===== src/rtl/alu_32.sv =====
// -----------------------------------------------------------------------------
// alu_32
// MIPS-style execute-stage ALU. Decodes a 4-bit ALU control code into
// AND / OR / ADD / SUB / SLT / NOR on two operands and registers the result.
// Zero is a purely combinational operand-equality flag for branch resolution.
//
// Ports:
//   clk        in   1      system clock, Result updates on rising edge
//   rst_n      in   1      asynchronous active-low reset, clears Result
//   DataIn1    in   WIDTH  operand A
//   DataIn2    in   WIDTH  operand B
//   Operation  in   4      ALU control code
//   Result     out  WIDTH  registered operation result (1-cycle latency)
//   Zero       out  1      combinational, 1 when DataIn1 == DataIn2
// -----------------------------------------------------------------------------
module alu_32 #(
    parameter int WIDTH = 32
) (
    input  logic             clk,
    input  logic             rst_n,
    input  logic [WIDTH-1:0] DataIn1,
    input  logic [WIDTH-1:0] DataIn2,
    input  logic [3:0]       Operation,
    output logic [WIDTH-1:0] Result,
    output logic             Zero
);

    localparam logic [3:0] OP_AND = 4'd0;
    localparam logic [3:0] OP_OR  = 4'd1;
    localparam logic [3:0] OP_ADD = 4'd2;
    localparam logic [3:0] OP_SUB = 4'd6;
    localparam logic [3:0] OP_SLT = 4'd7;
    localparam logic [3:0] OP_NOR = 4'd12;

    // A native signed compare stays correct when A - B overflows,
    // unlike taking the sign bit of the difference.
    function automatic logic [WIDTH-1:0] slt_fn(
        input logic signed [WIDTH-1:0] a,
        input logic signed [WIDTH-1:0] b
    );
        logic lt;
        lt = (a < b);
        return {{(WIDTH-1){1'b0}}, lt};
    endfunction

    logic signed [WIDTH-1:0] a_s;
    logic signed [WIDTH-1:0] b_s;
    logic        [WIDTH-1:0] alu_p0;
    logic        [WIDTH-1:0] result_p1;

    assign a_s = DataIn1;
    assign b_s = DataIn2;

    // ---- stage p0: combinational decode ----
    always_comb begin
        alu_p0 = '0;
        case (Operation)
            OP_AND:  alu_p0 = DataIn1 & DataIn2;
            OP_OR:   alu_p0 = DataIn1 | DataIn2;
            OP_ADD:  alu_p0 = DataIn1 + DataIn2;
            OP_SUB:  alu_p0 = DataIn1 - DataIn2;
            OP_SLT:  alu_p0 = slt_fn(a_s, b_s);
            OP_NOR:  alu_p0 = ~(DataIn1 | DataIn2);
            // Unused and unknown codes resolve to zero so nothing latches.
            default: alu_p0 = '0;
        endcase
    end

    // ---- stage p1: registered result ----
    always_ff @(posedge clk or negedge rst_n) begin
        if (!rst_n) begin
            result_p1 <= '0;
        end else begin
            result_p1 <= alu_p0;
        end
    end

    assign Result = result_p1;

    // Equality flag bypasses the register so branches resolve in-cycle.
    assign Zero = (DataIn1 == DataIn2);

endmodule


===== config.mk =====
export PLATFORM = sky130hd
export DESIGN_NAME = alu_32
export DESIGN_NICKNAME = d
export VERILOG_FILES = /design/src/rtl/alu_32.sv
export SDC_FILE = /design/constraint.sdc
export NUM_CORES = 1
export LEC_CHECK = 0
export CORE_UTILIZATION = 50
export CTS_BUF_LIST = sky130_fd_sc_hd__clkbuf_16
export CTS_CLUSTER_SIZE = 10
export DETAILED_ROUTE_END_ITERATION = 10
export PLACE_DENSITY = 0.77
export SLEW_MARGIN = 20
export SYNTH_ARGS = -nofsm -noshare
export SYNTH_HDL_FRONTEND = slang
export SYNTH_SLANG_ARGS = --single-unit

===== constraint.sdc =====
create_clock -name clk -period 2.65 [get_ports clk]
set_clock_uncertainty 0.05 [all_clocks]
set_input_delay 0.53 -clock clk [delete_from_list [all_inputs] [get_ports clk]]
set_output_delay 0.53 -clock clk [all_outputs]
set_load 0.05 [all_outputs]

==> out/qor.csv, run 1 <==
stage;metric;value;unit
outcome;status;stopped before the end;
outcome;stop_stage;5_1_grt;
outcome;error_message;[ERROR GRT-0116] Global routing finished with congestion. Check the congestion regions in the DRC Viewer.;
die;initial_utilization;51.2;%
placement;hpwl;18900;µm
clock_tree;clkSinkCount;32;
placement;port_buffers;102;
clock_tree;htree_num_levels;2;
logic_synthesis;synthArstFlopShare;100;%
clock_tree;max-clock-path-buffers;2;
placement;place_congestion;0.961;
global_route;groute.usage.overall;56.0;%
clock_tree;cts_root_buf;clkbuf_16;
logic_synthesis;ys_ff_latch;32;
global_route;grt_max_degree;36;
logic_synthesis;seq_area_frac_synth;13.7;%
global_route;overflow;2;
die;die_width;110;µm
global_route;grt_pass1_vias;9506;
clock_tree;numCtsBuffers;5;
logic_synthesis;syn-num-nets;953;
logic_synthesis;ys_warn_count;0;
global_route;grt_pass1_wl;50300;µm
placement;placed_area;0.00896;mm²
die;die_h;110;µm
placement;dp_slack;-1.14;ns
die;num_io_pins;103;
logic_synthesis;synth-edff-count;0;
clock_tree;cts_hold_buf;0;
logic_synthesis;ys_types;75;
logic_synthesis;synth_area;0.00584;mm²
die;std_cell_rows;39;
logic_synthesis;avgSynthCellArea;7.50;µm²
logic_synthesis;synth_cells;779;
logic_synthesis;ys.flop_type;dfrtp_1;
Yosys cell counts (9+ instances only):
master	count	area [µm²]
ha_1	102	1280
inv_1	91	342
nor2_1	81	304
a21oi_1	66	330
o21ai_0	50	250
a221oi_1	33	289
dfrtp_1	32	801
nand2_1	32	120
nor3_1	23	115
xnor2_1	22	193
clkbuf_1	14	52.6
o21ai_1	14	70.1
nand3_1	13	65.1
buf_2	12	60.1
nand2b_1	12	75.1
o21bai_1	12	90.1
o211ai_1	10	75.1
a211oi_1	9	67.6
per-layer routing:
| layer | overflow | track usage, % |
|---|---|---|
| met4 | 1 | 54.0 |
| met2 | 0 | 83.1 |
| met1 | 1 | 57.5 |
| met5 | 0 | 3.57 |
| met3 | 0 | 26.0 |
kinds of logic after synthesis:
family	share of synthesized area [%]
fa+ha+maj	22.5
mux	0.686
simple gates	17.7
compound gates	31.2
xor+xnor	4.20
flops	13.7
buf+inv	9.94
metrics by stage:
step           TNS (ns)  std cells  hold slack, ns
4_1_cts           -1.91       1280           0.636
3_5_place_dp     -23.10       1229           0.955
3_3_place_gp     -20.04       1229           0.947
2_1_floorplan    -0.470        779           0.184
what timing repair did:
action | CTS
setup buffers | 52
gates resized for setup | 354
pin swaps | 119
endpoints found under the setup margin | 30
hold endpoints to repair | 0
==> run 2: changes to the inputs <==
Settings changed: CORE_UTILIZATION 50 to 40, CTS_BUF_LIST sky130_fd_sc_hd__clkbuf_16 to default, CTS_CLUSTER_SIZE 10 to default, PLACE_DENSITY 0.77 to default, PLACE_DENSITY_LB_ADDON from default to 0.15.
Clock period 2.65 ns to 3.45 ns, I/O delays scaled along.
==> run 2 against run 1 <==
Effect of this change: the flow now finishes without violations; synthesized cell count unchanged; area after synthesis unchanged.
==> out/qor.csv, run 2 <==
stage;metric;value;unit;change
outcome;status;finished clean;;
placement;dp.cells;1239;;+0.81%
placement;hpwl;17500;µm;-7.3%
cells_and_area;final_cell_mix;buf_4, nor2_1, ha_1;;
route;wirelength;23200;µm;
clock_tree;cts_tree;done;;
job;max_cap_viol_count;0;;
global_route;antenna_found_initial;0;;
logic_synthesis;ys_ff_latch;32;;unchanged
die;die_width;123;µm;+12%
cells_and_area;final_common_cell;buf_4;;
cells_and_area;drive_above_1_share;33.7;%;
sta;tightest_slew;0.548;ns;
cells_and_area;fin_util;66.9;%;
placement;dp_slack;-0.506;ns;+0.630 ns
clock_tree;cts_root_buf;clkbuf_16;;
cells_and_area;design_area;0.00940;mm²;
route;postRouteAntennaNets;0;;
worst_setup_path;max_stage_delay;0.48;ns;
cells_and_area;antenna_cells;0;;
sta;fmax;0.296;GHz;
logic_synthesis;yosysMostFrequentCell;ha_1;;
worst_setup_path;crit_path_top_delay_cell;clkdlybuf4s50_1;;
logic_synthesis;synth_cells;779;;unchanged
logic_synthesis;ys_warn_count;0;;unchanged
sta;fin_setup_tns;0;ns;
route;dr.pass1.iters;5;;
die;die_h;123;µm;+12%
global_route;grt_pass1_wl;35700;µm;
logic_synthesis;synth_top_family_by_area;compound AO/OA/AOI/OAI gates;;
worst_setup_path;critPathKind;in2out;;
die;dieArea;0.0151;mm²;
cells_and_area;final_cells;1265;;
worst_setup_path;required;2.71;ns;
logic_synthesis;yosysTopAreaCellShare;21.9;%;unchanged
placement;port_buffers;102;;unchanged
die;num_io_pins;103;;unchanged
cells_and_area;syn2layout_area_growth;60.9;%;
worst_setup_path;path_cells;clkdlybuf4s50_1, inv_1, ha_4, buf_4, nor4_4, buf_4, nand3_2, nor4_4, buf_12;;
sta;slew_headroom;63.5;%;
logic_synthesis;yosys.area_share.adder;22.5;%;unchanged
logic_synthesis;synth_mux_area_share;0.686;%;unchanged
power_and_ir_drop;cellLeakagePower;4.52;nW;
logic_synthesis;seq_area_frac_synth;13.7;%;unchanged
clock_tree;cts_hold_buf;0;;unchanged
sta;drv_slew;0;;
clock_tree;max-clock-path-buffers;2;;unchanged
logic_synthesis;synthArstFlopShare;100;%;unchanged
die;fp.coreArea;0.0140;mm²;
route;drc_errors;0;;
logic_synthesis;synth-edff-count;0;;unchanged
logic_synthesis;synth_area;0.00584;mm²;unchanged
sta;fin_ws;0.0755;ns;
worst_setup_path;cp-end-kind;output pin;;
worst_setup_path;critical_path.startpoint_type;primary input;;
sta;final_hold_viol_count;0;;
logic_synthesis;synthXorXnorAreaFrac;4.20;%;unchanged
global_route;overflow;0;;
die;std_cell_rows;43;;+10%
placement;placed_area;0.00855;mm²;-4.5%
logic_synthesis;synthTopCellsByArea;ha_1, dfrtp_1, inv_1;;
cells_and_area;final_nets;1258;;
logic_synthesis;synth_top_area_cell;ha_1;;
logic_synthesis;syn-num-nets;953;;unchanged
logic_synthesis;ys_types;75;;unchanged
clock_tree;clkSinkCount;32;;unchanged
route;vias_per_cell;5.58;;
die;initial_utilization;41.6;%;-9.6 points
worst_setup_path;path_max_fanout;6;;
cells_and_area;nFillCells;1189;;
clock_tree;clk_pin_slew;0.06;ns;
global_route;grt_max_degree;33;;
clock_tree;numCtsBuffers;5;;unchanged
sta;finalSetupViolCount;0;;
placement;place_congestion;0.926;;-3.7%
logic_synthesis;synthSimpleGateAreaFrac;17.7;%;unchanged
route;vias;7059;;
logic_synthesis;ys_top_cells_by_count;ha_1, inv_1, nor2_1, a21oi_1, o21ai_0;;
power_and_ir_drop;p_per_area;255;mW/mm²;
cells_and_area;largest_register_ffs;32;;
power_and_ir_drop;irDropWorstVdd;0.000170;V;
worst_setup_path;crit_arrival;2.63;ns;
global_route;grt_pass1_vias;7086;;
clock_tree;htree_num_levels;2;;unchanged
global_route;groute.usage.overall;30.9;%;
logic_synthesis;synth_compound_area_share;31.2;%;unchanged
sta;fin_crit_sh;97.8;%;
route;drt_iter0_markers;599;;
logic_synthesis;avgSynthCellArea;7.50;µm²;unchanged
min_path;worstHoldPathType;in2async;;
sta;fin_crit;3.37;ns;
route;wl_per_cell;18.4;µm;
logic_synthesis;ys.flop_type;dfrtp_1;;
[run 2: cell counts after synthesis]
Identical to the previous run, type by type.
[run 2: timing repair]
| action | 4_1_cts | 5_1_grt |
|---|---|---|
| pin swaps | 18 | 33 |
| resized for setup | 76 | 86 |
| setup buffers | 7 | 11 |
| hold endpoints to repair | 0 | 0 |
| endpoints found under the setup margin | 10 | 20 |
[run 2: layout make-up]
class	count	area, µm²	area share [%]
inverter	94	360	3.84
clock buffer	6	139	1.48
tap	180	225	2.40
clock inverter	2	10.0	0.107
sequential	32	801	8.52
timing repair buffer	339	2860	30.4
multi-input combinational	612	5000	53.3
[run 2: metrics by stage]
| stage | power, W | hold slack [ns] |
|---|---|---|
| 5_1_grt | 0.00253 | 0.848 |
| 4_1_cts | 0.00230 | 0.800 |
| 3_3_place_gp | 0.00173 | 1.12 |
| 3_5_place_dp | 0.00175 | 1.12 |
| 2_1_floorplan | 0.00112 | 0.344 |
| 6_report | 0.00240 | 0.797 |
[run 2: kinds of logic after synthesis]
group                    Yosys count
AND/OR/NAND/NOR                  211
flip-flops                        32
multiplexers                       4
XOR/XNOR                          28
buffers and inverters            135
AO/OA/AOI/OAI                    265
adder cells (fa/ha/maj)          104
[run 2: worst max-delay path, delay by kind of cell]
kind	cells	cell delay [ns]
fa+ha+maj	1	0.24
simple gates	3	0.67
buf+inv	5	1.03
[run 2: worst max-delay path by stage]
stage                            from    endpoint  cells after the start
final                      DataIn1[3]        Zero                      9
after global placement    DataIn1[26]        Zero                      9
after floorplan           DataIn1[26]        Zero                      8
after CTS                 DataIn1[26]        Zero                      9
after global routing      DataIn2[12]  Result[28]                     13
after detailed placement   DataIn1[1]  Result[28]                     13
[run 2: metal layers]
layer / share of wire (%) / vias up / GRT usage [%]
met2: 47 / 264 / 51.8
met5: 0 / - / 0
met1: 44 / 3383 / 40.5
met3: 6.6 / 36 / 4.93
li1: - / 3376 / -
met4: 2.2 / 0 / 9.07
[run 2: power breakdown]
| group | internal, W | switching [W] |
|---|---|---|
| combinational | 0.000688 | 0.000790 |
| sequential | 0.000406 | 0.0000113 |
| clock | 0.000286 | 0.000216 |
| total | 0.00138 | 0.00102 |
Power figures use the tool's default switching activity.
